--- src/rtl/pipe_skid_pkg.sv ---
// Shared definitions for the pipe_skid_reg two-entry skid buffer.
// Configuration macro used by the slice: PIPE_SKID_FLUSH_EN.
package pipe_skid_pkg;

    localparam int unsigned PIPE_SKID_DATA_W = 64;

    typedef enum logic [1:0] {
        EMPTY = 2'd0,
        BUSY  = 2'd1,
        FULL  = 2'd2
    } state_t;

endpackage

--- src/rtl/pipe_skid_reg_skid_entry.sv ---
// Load-enabled data register with asynchronous active-low clear.
// One storage slot of pipe_skid_reg (main or skid word).
module skid_entry
    import pipe_skid_pkg::*;
#(
    parameter int unsigned DATA_W = PIPE_SKID_DATA_W
) (
    input  logic              clk,
    input  logic              reset,
    input  logic              load,
    input  logic [DATA_W-1:0] d,
    output logic [DATA_W-1:0] q
);

    always_ff @(posedge clk or negedge reset) begin
        if (!reset) begin
            q <= '0;
        end else if (load) begin
            q <= d;
        end
    end

endmodule

--- src/rtl/pipe_skid_reg.sv ---
// Two-entry registered skid buffer (main + skid word) with valid/ready handshake.
// Optional synchronous flush port enabled by defining PIPE_SKID_FLUSH_EN.
module pipe_skid_reg
    import pipe_skid_pkg::*;
#(
    parameter int unsigned DATA_W = PIPE_SKID_DATA_W
) (
    input  logic              clk,
    input  logic              reset,
    input  logic              in_valid,
    input  logic [DATA_W-1:0] in_data,
    output logic              in_ready,
    output logic              out_valid,
    output logic [DATA_W-1:0] out_data,
    input  logic              out_ready
`ifdef PIPE_SKID_FLUSH_EN
    ,
    input  logic              flush
`endif
);

    state_t            state_q;
    state_t            state_d;
    logic              push;
    logic              pop;
    logic              load_main;
    logic              load_skid;
    logic              main_from_skid;
    logic [DATA_W-1:0] main_d;
    logic [DATA_W-1:0] skid_q;

    assign push = in_valid & in_ready;
    assign pop  = out_valid & out_ready;

    always_comb begin
        state_d        = state_q;
        load_main      = 1'b0;
        load_skid      = 1'b0;
        main_from_skid = 1'b0;
        case (state_q)
            EMPTY: begin
                if (push) begin
                    state_d   = BUSY;
                    load_main = 1'b1;
                end
            end
            BUSY: begin
                if (push && !pop) begin
                    state_d   = FULL;
                    load_skid = 1'b1;
                end else if (pop && !push) begin
                    state_d   = EMPTY;
                end else if (push && pop) begin
                    load_main = 1'b1;
                end
            end
            FULL: begin
                if (pop) begin
                    state_d        = BUSY;
                    load_main      = 1'b1;
                    main_from_skid = 1'b1;
                end
            end
            default: begin
                state_d = EMPTY;
            end
        endcase
`ifdef PIPE_SKID_FLUSH_EN
        // Flush voids any coincident transfer; stored words are left untouched.
        if (flush) begin
            state_d        = EMPTY;
            load_main      = 1'b0;
            load_skid      = 1'b0;
            main_from_skid = 1'b0;
        end
`endif
    end

    assign main_d = main_from_skid ? skid_q : in_data;

    // Handshake flops track the next state so both stay registered outputs.
    always_ff @(posedge clk or negedge reset) begin
        if (!reset) begin
            state_q   <= EMPTY;
            in_ready  <= 1'b0;
            out_valid <= 1'b0;
        end else begin
            state_q   <= state_d;
            in_ready  <= (state_d != FULL);
            out_valid <= (state_d != EMPTY);
        end
    end

    skid_entry #(
        .DATA_W (DATA_W)
    ) u_main (
        .clk   (clk),
        .reset (reset),
        .load  (load_main),
        .d     (main_d),
        .q     (out_data)
    );

    skid_entry #(
        .DATA_W (DATA_W)
    ) u_skid (
        .clk   (clk),
        .reset (reset),
        .load  (load_skid),
        .d     (in_data),
        .q     (skid_q)
    );

endmodule

--- config.mk ---
export PLATFORM = sky130hd
export DESIGN_NAME = pipe_skid_reg
export DESIGN_NICKNAME = d
export VERILOG_FILES = /design/src/rtl/pipe_skid_pkg.sv /design/src/rtl/pipe_skid_reg_skid_entry.sv /design/src/rtl/pipe_skid_reg.sv
export SDC_FILE = /design/constraint.sdc
export NUM_CORES = 1
export LEC_CHECK = 0
export CORE_MARGIN = 5
export CORE_UTILIZATION = 54
export DETAILED_ROUTE_END_ITERATION = 16
export PLACE_DENSITY = 0.88
export SLEW_MARGIN = 20
export SYNTH_ARGS = -nofsm -noshare
export SYNTH_HDL_FRONTEND = slang
export SYNTH_SLANG_ARGS = --single-unit
--- constraint.sdc ---
create_clock -name clk -period 3.75 [get_ports clk]
set_input_delay 0.9375 -clock clk [delete_from_list [all_inputs] [get_ports clk]]
set_output_delay 0.9375 -clock clk [all_outputs]
set_load 0.05 [all_outputs]
==> results.cfg, run 1 <==
[cts]
clk_latency_ps = 530
cts_tree = built
post_cts_buffers = 0
ctsHoldBuffers = 0
numCtsBuffers = 17
cts_buffer_depth = 2
post_cts_resize_count = 0
htree_levels = 4
cts-root-buf = clkbuf_8
cts.sinks = 132
clkSlewWorstSetupHoldPaths_ps = 60

[detailed_routing]
drc = 0
wire_per_inst_um = 19.7
dr.pass1.iters = 4
ant_nets = 0
viasPerCell = 5.31
drtIter0Drc = 220
vias = 3446
wl_um = 12800

[power_and_ir_drop]
p_comb_frac = 0.479
max-vdd-ir-drop_mv = 0.735
p_clk_frac = 0.194
seqPwrFrac = 0.327
p_int_uw = 4890
p_leak_uw = 0.00344
switchingPower_uw = 3090
swShare = 0.387
power_density_nw_per_um2 = 1010

[synthesis]
yosysMostFrequentCell = mux2_2
async_reset_ff_frac = 1.00
yosysTopAreaCell = dfrtp_1
ys_ff_latch = 132
ys.flop_type = dfrtp_1
yosysSeqAreaShare = 0.564
synth_top_family_by_area = multiplexers
yosysWarnings = 0
postSynthCellCount = 357
synthSimpleGateAreaFrac = 0.00577
synth_compound_area_frac = 0.0115
synth_fa_ha_area_frac = 0
netlist_top_cells_count = mux2_2, dfrtp_1, mux2_4, buf_2, buf_6
avgSynthCellArea_um2 = 16.4
syn_area_um2 = 5860
yosys-mux-area-fraction = 0.394
synth_top_area_share = 0.564
synth_edf_count = 0
synth_nets = 425
synth_xor_area_frac = 0.00150
synth_cell_type_count = 18
ys_top_cells_by_area = dfrtp_1, mux2_2, mux2_4, buf_6, buf_2

[floorplan]
die_y_um = 114
io-pin-count = 134
coreArea_um2 = 10700
row_count = 38
die_w_um = 114
die_area_um2 = 13000
start_util = 0.545

[worst_setup_path]
crit_buf_inv = 1
cp_data_required_time_ps = 2810
crit_type = reg -> out
crit_chain = clkdlybuf4s50_1
slowest_delay_ps = 840
crit_slowest_cell = clkdlybuf4s50_1
cp.arrival_ps = 1790
path_delay_family = buffers and inverters
cp-end-kind = output pin
start_kind = flip-flop
path_max_fanout = 4

[placed_design]
place_inst = 619
dpl.hpwl_um = 8650
post_dp_cell_area_um2 = 7330
port_buffers = 133
globalplace.congestion = 0.786

[timing]
fin_skew_ps = 6.78
rsz0062_at_grt = false
hold_viol = 0
final-setup-viol-count = 0
finalCriticalPeriod_ps = 2730
slew_headroom = 0.456
period_share = 0.728
slew_viol_final = 0
final.setup.tns_ps = 0
fmax_mhz = 366
tightestPinTransition_ps = 816

[global_routing]
grt.busiest_layer = met2
antenna_found_initial = 0
grt.total_usage = 0.206
gr-total-overflow = 0
first_global_vias = 3952
grt_pass1_wl_um = 20600
met2_usage = 0.331
grt_use_met1 = 0.268
use_met3 = 0.0687
grt_max_degree = 65

[layout]
layoutNonFillerInstCount = 649
fin_area_um2 = 7880
drive_gt1_frac = 0.456
diodes = 0
nFillCells = 711
nets = 566
syn2layout_area_growth_pct = 34.6

[min_path]
hold_class = in -> async

[status]
status = completed

[run]
timing.max_cap.violations = 0
[cell type report]
class	instances	area (µm²)	share of cell area
multi-input cells	205	2420	0.307
repair buffers	142	1430	0.182
well taps	140	175	0.0222
clock buffers	26	508	0.0644
flip-flops and latches	132	3300	0.419
clock inverters	4	45.0	0.00571
[stage by stage]
stage / power [µW] / util / setup WS, ps / hold WS, ps
global route: 8340 / 0.734 / 968 / 510
detailed placement: 6460 / 0.682 / 740 / 490
CTS: 8060 / 0.734 / 996 / 504
finish: 7980 / 0.734 / 1020 / 503
floorplan: 5250 / - / 1520 / 475
global placement: 6310 / 0.682 / 803 / 484
[routing by layer]
metal / wire, µm / up-vias / part of all wire
met5: 0 / - / 0
met4: 129 / 0 / 0.010
met3: 757 / 11 / 0.059
met2: 6250 / 103 / 0.49
met1: 5660 / 1764 / 0.44
li1: - / 1568 / -
[registers in the layout, indices dropped and copies added, names as in the netlist]
signal,flops
in_ready,1
out_valid,1
state_q,2
u_main.q,64
u_skid.q,64
[worst paths after layout]
kind                                          startpoint                        to  slack, ps  cells after the start
worst max-delay path                 out_valid$_DFF_PN0_                 out_valid       1020                      1
worst min-delay path                               reset   u_main.q[9]$_DFFE_PN0P_        500                      1
worst max register to register       out_valid$_DFF_PN0_  u_skid.q[52]$_DFFE_PN0P_       1740                      4
worst min register to register  u_skid.q[22]$_DFFE_PN0P_  u_skid.q[22]$_DFFE_PN0P_        500                      1
max in group asynchronous                          reset  u_main.q[27]$_DFFE_PN0P_       2380                      2
min in group clk                u_skid.q[22]$_DFFE_PN0P_  u_skid.q[22]$_DFFE_PN0P_        500                      1
[cell usage in the layout, fill, tap and decap left out, types with 3 or more instances in the layout]
cell               n
dfrtp_1          132
clkbuf_8           7
clkbuf_16         16
clkinv_2           3
clkbuf_1           3
buf_12             3
o21ai_0            3
mux2_2           154
mux2_4            38
buf_4              7
clkdlybuf4s50_1  132
[cells by family (layout without fill, tap and decap cells)]
group | Yosys count | after routing
muxes | 192 | 192
DFF | 132 | 132
buffers and inverters | 20 | 172
AOI/OAI and AO/OA | 7 | 7
and+or+nand+nor | 5 | 5
xor gates and xnor gates | 1 | 1
[power groups by stage]
| stage | Sequential (µW) | Combinational, µW | Clock [µW] |
|---|---|---|---|
| after global routing | 2690 | 3990 | 1650 |
| after CTS | 2610 | 3870 | 1580 |
| after floorplan | 3780 | 1460 | 0 |
| final | 2610 | 3820 | 1550 |
| after detailed placement | 2600 | 3860 | 0 |
| after global placement | 2560 | 3750 | 0 |
Note: power is estimated with default switching activity, not from simulation.
==> run 2, diff against run 1 <==
--- a/config.mk
+++ b/config.mk
@@ -6,9 +6,9 @@
 export NUM_CORES = 1
 export LEC_CHECK = 0
 export CORE_MARGIN = 5
-export CORE_UTILIZATION = 54
+export CORE_UTILIZATION = 45
 export DETAILED_ROUTE_END_ITERATION = 16
-export PLACE_DENSITY = 0.88
+export PLACE_DENSITY = 0.79
 export SLEW_MARGIN = 20
 export SYNTH_ARGS = -nofsm -noshare
 export SYNTH_HDL_FRONTEND = slang
==> constraint.sdc (replaced) <==
create_clock -name clk -period 2.5 [get_ports clk]
set_input_delay 0.625 -clock clk [delete_from_list [all_inputs] [get_ports clk]]
set_output_delay 0.625 -clock clk [all_outputs]
set_load 0.05 [all_outputs]
==> run 2 against run 1 <==
Compared with the run above:
- critical path depth stayed put
- clock power rose by 61%
- combinational power up 51%
- critical path type unchanged
- largest power group unchanged
- global-route usage fell by 3.5 points
- die area grew 18%
- sequential power up 49%
- critical endpoint unchanged
- worst hold slack got worse by 180 ps
- count of clock-buffer cells in the layout is 5 lower
- flip-flop and latch count did not move
==> results.cfg, run 2 (same netlist as run 1, synthesis figures left out) <==
[status]
status = completed

[cts]
post_cts_buffers = 0
post_cts_resize_count = 0
cts-root-buf = clkbuf_16
cts.sinks = 132
cts_buffer_depth = 2
clk_latency_ps = 400
cts_tree = built
ctsHoldBuffers = 0
htree_levels = 4
numCtsBuffers = 17
clkSlewWorstSetupHoldPaths_ps = 50

[worst_setup_path]
crit_chain = clkdlybuf4s50_1
cp-end-kind = output pin
path_max_fanout = 4
cp.arrival_ps = 1710
rrSetupSlack_ps = 640
slowest_delay_ps = 850
cp_data_required_time_ps = 1880
path_delay_family = buffers and inverters
r2r_start = state_q[1]$_DFF_PN0_
crit_buf_inv = 1
worstSetupStartpoint = out_valid$_DFF_PN0_
r2r-end = u_main.q[22]$_DFFE_PN0P_
crit_slowest_cell = clkdlybuf4s50_1
rr_worst_depth = 4
crit_type = reg -> out
start_kind = flip-flop

[floorplan]
die_w_um = 124
die_y_um = 124
coreArea_um2 = 12700
die_area_um2 = 15400
row_count = 41
io-pin-count = 134
start_util = 0.462

[placed_design]
port_buffers = 133
globalplace.congestion = 0.741
dpl.hpwl_um = 8080

[layout]
reg_top3 = u_main.q: 64 flops, u_skid.q: 64 flops, state_q: 2 flops
nets = 565
final_core_utilization = 0.630
syn2layout_area_growth_pct = 36.3
diodes = 0
final_common_cell = mux2_2
drive_gt1_frac = 0.459
final_cell_mix = mux2_2, dfrtp_1, clkdlybuf4s50_1, mux2_4, clkbuf_16

[detailed_routing]
wire_per_inst_um = 18.1
viasPerCell = 5.08
wl_um = 12300
drc = 0
vias = 3466
ant_nets = 0
drtIter0Drc = 233
dr.pass1.iters = 4

[global_routing]
grt_pass1_wl_um = 20300
gr-total-overflow = 0
grt_max_degree = 133
antenna_found_initial = 0
first_global_vias = 3881
grt.total_usage = 0.172

[power_and_ir_drop]
power_uw = 12100
power_density_nw_per_um2 = 1520
max-vdd-ir-drop_mv = 0.862
p_leak_uw = 0.00346

[timing]
slew_viol_final = 0
hold_ws_ps = 321
slew_headroom = 0.538
fmax_mhz = 428
period_share = 0.934
final.setup.tns_ps = 0
hold_viol = 0
finalCriticalPeriod_ps = 2330
final-setup-viol-count = 0
tightestPinTransition_ps = 693
rsz0062_at_grt = false
fin_skew_ps = 6.42

[min_path]
hold_class = in -> async

[run]
timing.max_cap.violations = 0
[run 2: cell types whose count changed in the layout (fill, tap and decap cells not counted)]
cell,previous run,this run
buf_12,3,5
buf_4,7,4
bufinv_16,1,3
clkbuf_1,3,2
clkbuf_16,16,17
clkbuf_8,7,2
clkinv_2,3,7
clkinvlp_4,0,1
[run 2: worst max-delay path by stage]
| stage | endpoint | slack (ps) | cells after the start |
|---|---|---|---|
| 2_1_floorplan | u_skid.q[25]$_DFFE_PN0P_ | 510 | 5 |
| 3_3_place_gp | u_main.q[54]$_DFFE_PN0P_ | 6 | 5 |
| 3_5_place_dp | u_main.q[49]$_DFFE_PN0P_ | -10 | 5 |
| 4_1_cts | out_valid | 140 | 1 |
| 5_1_grt | out_valid | 110 | 1 |
| 6_report | out_valid | 170 | 1 |
[run 2: worst reg2reg max path, stage by stage (launching register included)]
cell	delay [ps]
dfrtp_1	460
nand4b_1	250
buf_4	380
mux2_2	390
mux2_2	260
[run 2: power by group]
group / total, µW / leakage [µW] / switching, µW / internal [µW]
Combinational: 5760 / 0.00160 / 3110 / 2660
Clock: 2490 / 0.000296 / 884 / 1610
Sequential: 3880 / 0.00156 / 621 / 3260
Total: 12100 / 0.00346 / 4610 / 7520
[run 2: metal layers]
metal / share of wire / vias to the layer above / global-route usage
li1: - / 1569 / -
met1: 0.45 / 1783 / 0.223
met2: 0.47 / 106 / 0.267
met3: 0.075 / 8 / 0.0654
met4: 0.0078 / 0 / 0.0541
met5: 0 / - / 0
[run 2: layout make-up]
class                      instances  area, µm²
clock inverter                    11        133
sequential                       132       3300
clock buffer                      21        460
tap                              172        215
timing repair buffer             141       1450
multi-input combinational        205       2420
fill                             970       4690
[run 2: through the flow]
stage               instance area [µm²]  instances  setup WS, ps
floorplan                          5860        357           510
global placement                   7390        650          6.45
detailed placement                 7390        650         -14.9
CTS                                7980        682           142
global route                       7980        682           106
finish                             7980        682           166
==> run 3, diff against run 2 <==
--- a/config.mk
+++ b/config.mk
@@ -6,10 +6,11 @@
 export NUM_CORES = 1
 export LEC_CHECK = 0
 export CORE_MARGIN = 5
-export CORE_UTILIZATION = 45
+export CORE_UTILIZATION = 47
 export DETAILED_ROUTE_END_ITERATION = 16
-export PLACE_DENSITY = 0.79
+export PLACE_DENSITY = 0.8
 export SLEW_MARGIN = 20
 export SYNTH_ARGS = -nofsm -noshare
 export SYNTH_HDL_FRONTEND = slang
+export SYNTH_HIERARCHICAL = 1
 export SYNTH_SLANG_ARGS = --single-unit
==> run 3 against run 2 <==
Compared with the run above:
- worst hold slack lost 110 ps
- synthesized cell count is 0.28% higher
- maximum frequency is 0.62% higher
- die area rose by 5.3%
- setup slack better by 14 ps
- sequential power increased by 2%
- power grew 6.7%
- global-route usage shrank 0.37 points
- final cell count increased by 2.5%
- routed wire length rose by 5.4%
- largest cell class unchanged
- highest routed layer unchanged
==> results.cfg, run 3 <==
[status]
status = completed

[worst_setup_path]
cp.arrival_ps = 1690
rrSetupSlack_ps = 670
crit_type = reg -> out
slowest_delay_ps = 850
crit_chain = clkdlybuf4s50_1
path_max_fanout = 5
start_kind = flip-flop
cp_data_required_time_ps = 1880
cp-end-kind = output pin
crit_buf_inv = 1
crit_cells = 1
rr_worst_depth = 5
crit_slowest_cell = clkdlybuf4s50_1
path_delay_family = buffers and inverters

[timing]
finalCriticalPeriod_ps = 2320
hold_viol = 0
fin_skew_ps = 6.03
final-setup-viol-count = 0
period_share = 0.928
rsz0062_at_grt = false
slew_headroom = 0.627
slew_viol_final = 0
tightestPinTransition_ps = 559
fmax_mhz = 431

[layout]
nFillCells = 964
diodes = 0
final_cell_mix = mux2_4, dfrtp_1, clkdlybuf4s50_1, mux2_2, clkbuf_16
final_common_cell = mux2_4
nets = 578
syn2layout_area_growth_pct = 32.6
drive_gt1_frac = 0.472
seq_area_um2 = 3300
layoutNonFillerInstCount = 699
reg_top3 = u_main/q: 64 flops, u_skid/q: 64 flops, state_q: 2 flops
multi_input_area_um2 = 2860

[synthesis]
synth_nets = 426
postSynthCellCount = 358
avgSynthCellArea_um2 = 18.1
ys_top_cells_by_area = dfrtp_1, mux2_4, mux2_2, buf_12, buf_6
synth_cell_type_count = 17
yosysSeqAreaShare = 0.511
netlist_top_cells_count = mux2_4, dfrtp_1, mux2_2, buf_12, buf_6
ys_ff_latch = 132
yosysMostFrequentCell = mux2_4
yosysWarnings = 6
synth_edf_count = 0
syn_area_um2 = 6470
ys.flop_type = dfrtp_1
yosysTopAreaCell = dfrtp_1
async_reset_ff_frac = 1.00
synth_top_area_share = 0.511

[placed_design]
place_inst = 667
globalplace.congestion = 0.808
dpl.hpwl_um = 8930
port_buffers = 133

[power_and_ir_drop]
switchingPower_uw = 4880
p_clk_frac = 0.185
p_leak_uw = 0.00391
seqPwrFrac = 0.305
swShare = 0.377
p_int_uw = 8070
max-vdd-ir-drop_mv = 0.809
p_comb_frac = 0.510
power_density_nw_per_um2 = 1510
power_uw = 12900

[global_routing]
antenna_found_initial = 0
gr-total-overflow = 0
grt_max_degree = 48
grt.total_usage = 0.168
grt_pass1_wl_um = 21400
first_global_vias = 4090

[detailed_routing]
dr.pass1.iters = 4
vias = 3493
wire_per_inst_um = 18.6
wl_um = 13000
drtIter0Drc = 155
viasPerCell = 5.00
drc = 0
ant_nets = 0

[floorplan]
die_y_um = 127
row_count = 42
start_util = 0.485
die_area_um2 = 16200
coreArea_um2 = 13300
die_w_um = 127
io-pin-count = 134

[run]
timing.max_cap.violations = 0

[cts]
ctsHoldBuffers = 0
post_cts_resize_count = 0
numCtsBuffers = 17
cts_tree = built
clkSlewWorstSetupHoldPaths_ps = 60
post_cts_buffers = 0
htree_levels = 4
clk_latency_ps = 410
cts-root-buf = clkbuf_16
cts_buffer_depth = 2
cts.sinks = 132

[min_path]
hold_class = in -> async
-- run 3: worst paths after layout --
kind / end / startpoint
setup / recovery: out_valid / out_valid$_DFF_PN0_
hold / removal: u_skid/q[10]$_DFFE_PN0P_ / reset
setup reg to reg: u_main/q[4]$_DFFE_PN0P_ / out_valid$_DFF_PN0_
hold reg to reg: u_skid/q[21]$_DFFE_PN0P_ / u_skid/q[21]$_DFFE_PN0P_
max in group asynchronous: u_skid/q[27]$_DFFE_PN0P_ / reset
min in group clk: u_skid/q[21]$_DFFE_PN0P_ / u_skid/q[21]$_DFFE_PN0P_
-- run 3: power groups by stage --
stage	clock (µW)	sequential, µW	combinational [µW]
4_1_cts	2460	3960	6660
6_report	2390	3950	6600
2_1_floorplan	0	5700	3100
3_3_place_gp	0	3910	6520
3_5_place_dp	0	3950	6630
5_1_grt	2560	4100	6850
-- run 3: layout make-up --
| cell class | count | share of cell area |
|---|---|---|
| Multi-Input combinational cell | 204 | 0.333 |
| Sequential cell | 132 | 0.385 |
| Timing Repair Buffer | 154 | 0.188 |
| Clock inverter | 13 | 0.0158 |
| Inverter | 1 | 0.000438 |
| Clock buffer | 19 | 0.0516 |
| Tap cell | 176 | 0.0257 |
-- run 3: routing by layer --
layer	part of all wire	vias to the layer above	global-route usage
li1	-	1587	-
met1	0.42	1794	0.203
met2	0.50	92	0.281
met3	0.052	20	0.0518
met4	0.021	0	0.0669
met5	0	-	0
-- run 3: logic make-up after synthesis --
logic type | share of synthesized area
and+or+nand+nor | 0.00426
muxes | 0.426
AOI/OAI and AO/OA | 0.00677
xor gates and xnor gates | 0.00135
DFF | 0.511
buffers and inverters | 0.0509
-- run 3: through the flow --
stage | setup TNS, ps | hold WS, ps | cell area (µm²) | worst slack [ps] | utilization
after floorplan | 0 | 329 | 6470 | 437 | -
after global placement | 0 | 485 | 8000 | 27.3 | 0.599
after detailed placement | -95.0 | 491 | 8000 | -15.0 | 0.599
after CTS | 0 | 213 | 8580 | 155 | 0.643
after global routing | 0 | 246 | 8580 | 116 | 0.643
final | 0 | 215 | 8580 | 180 | 0.643
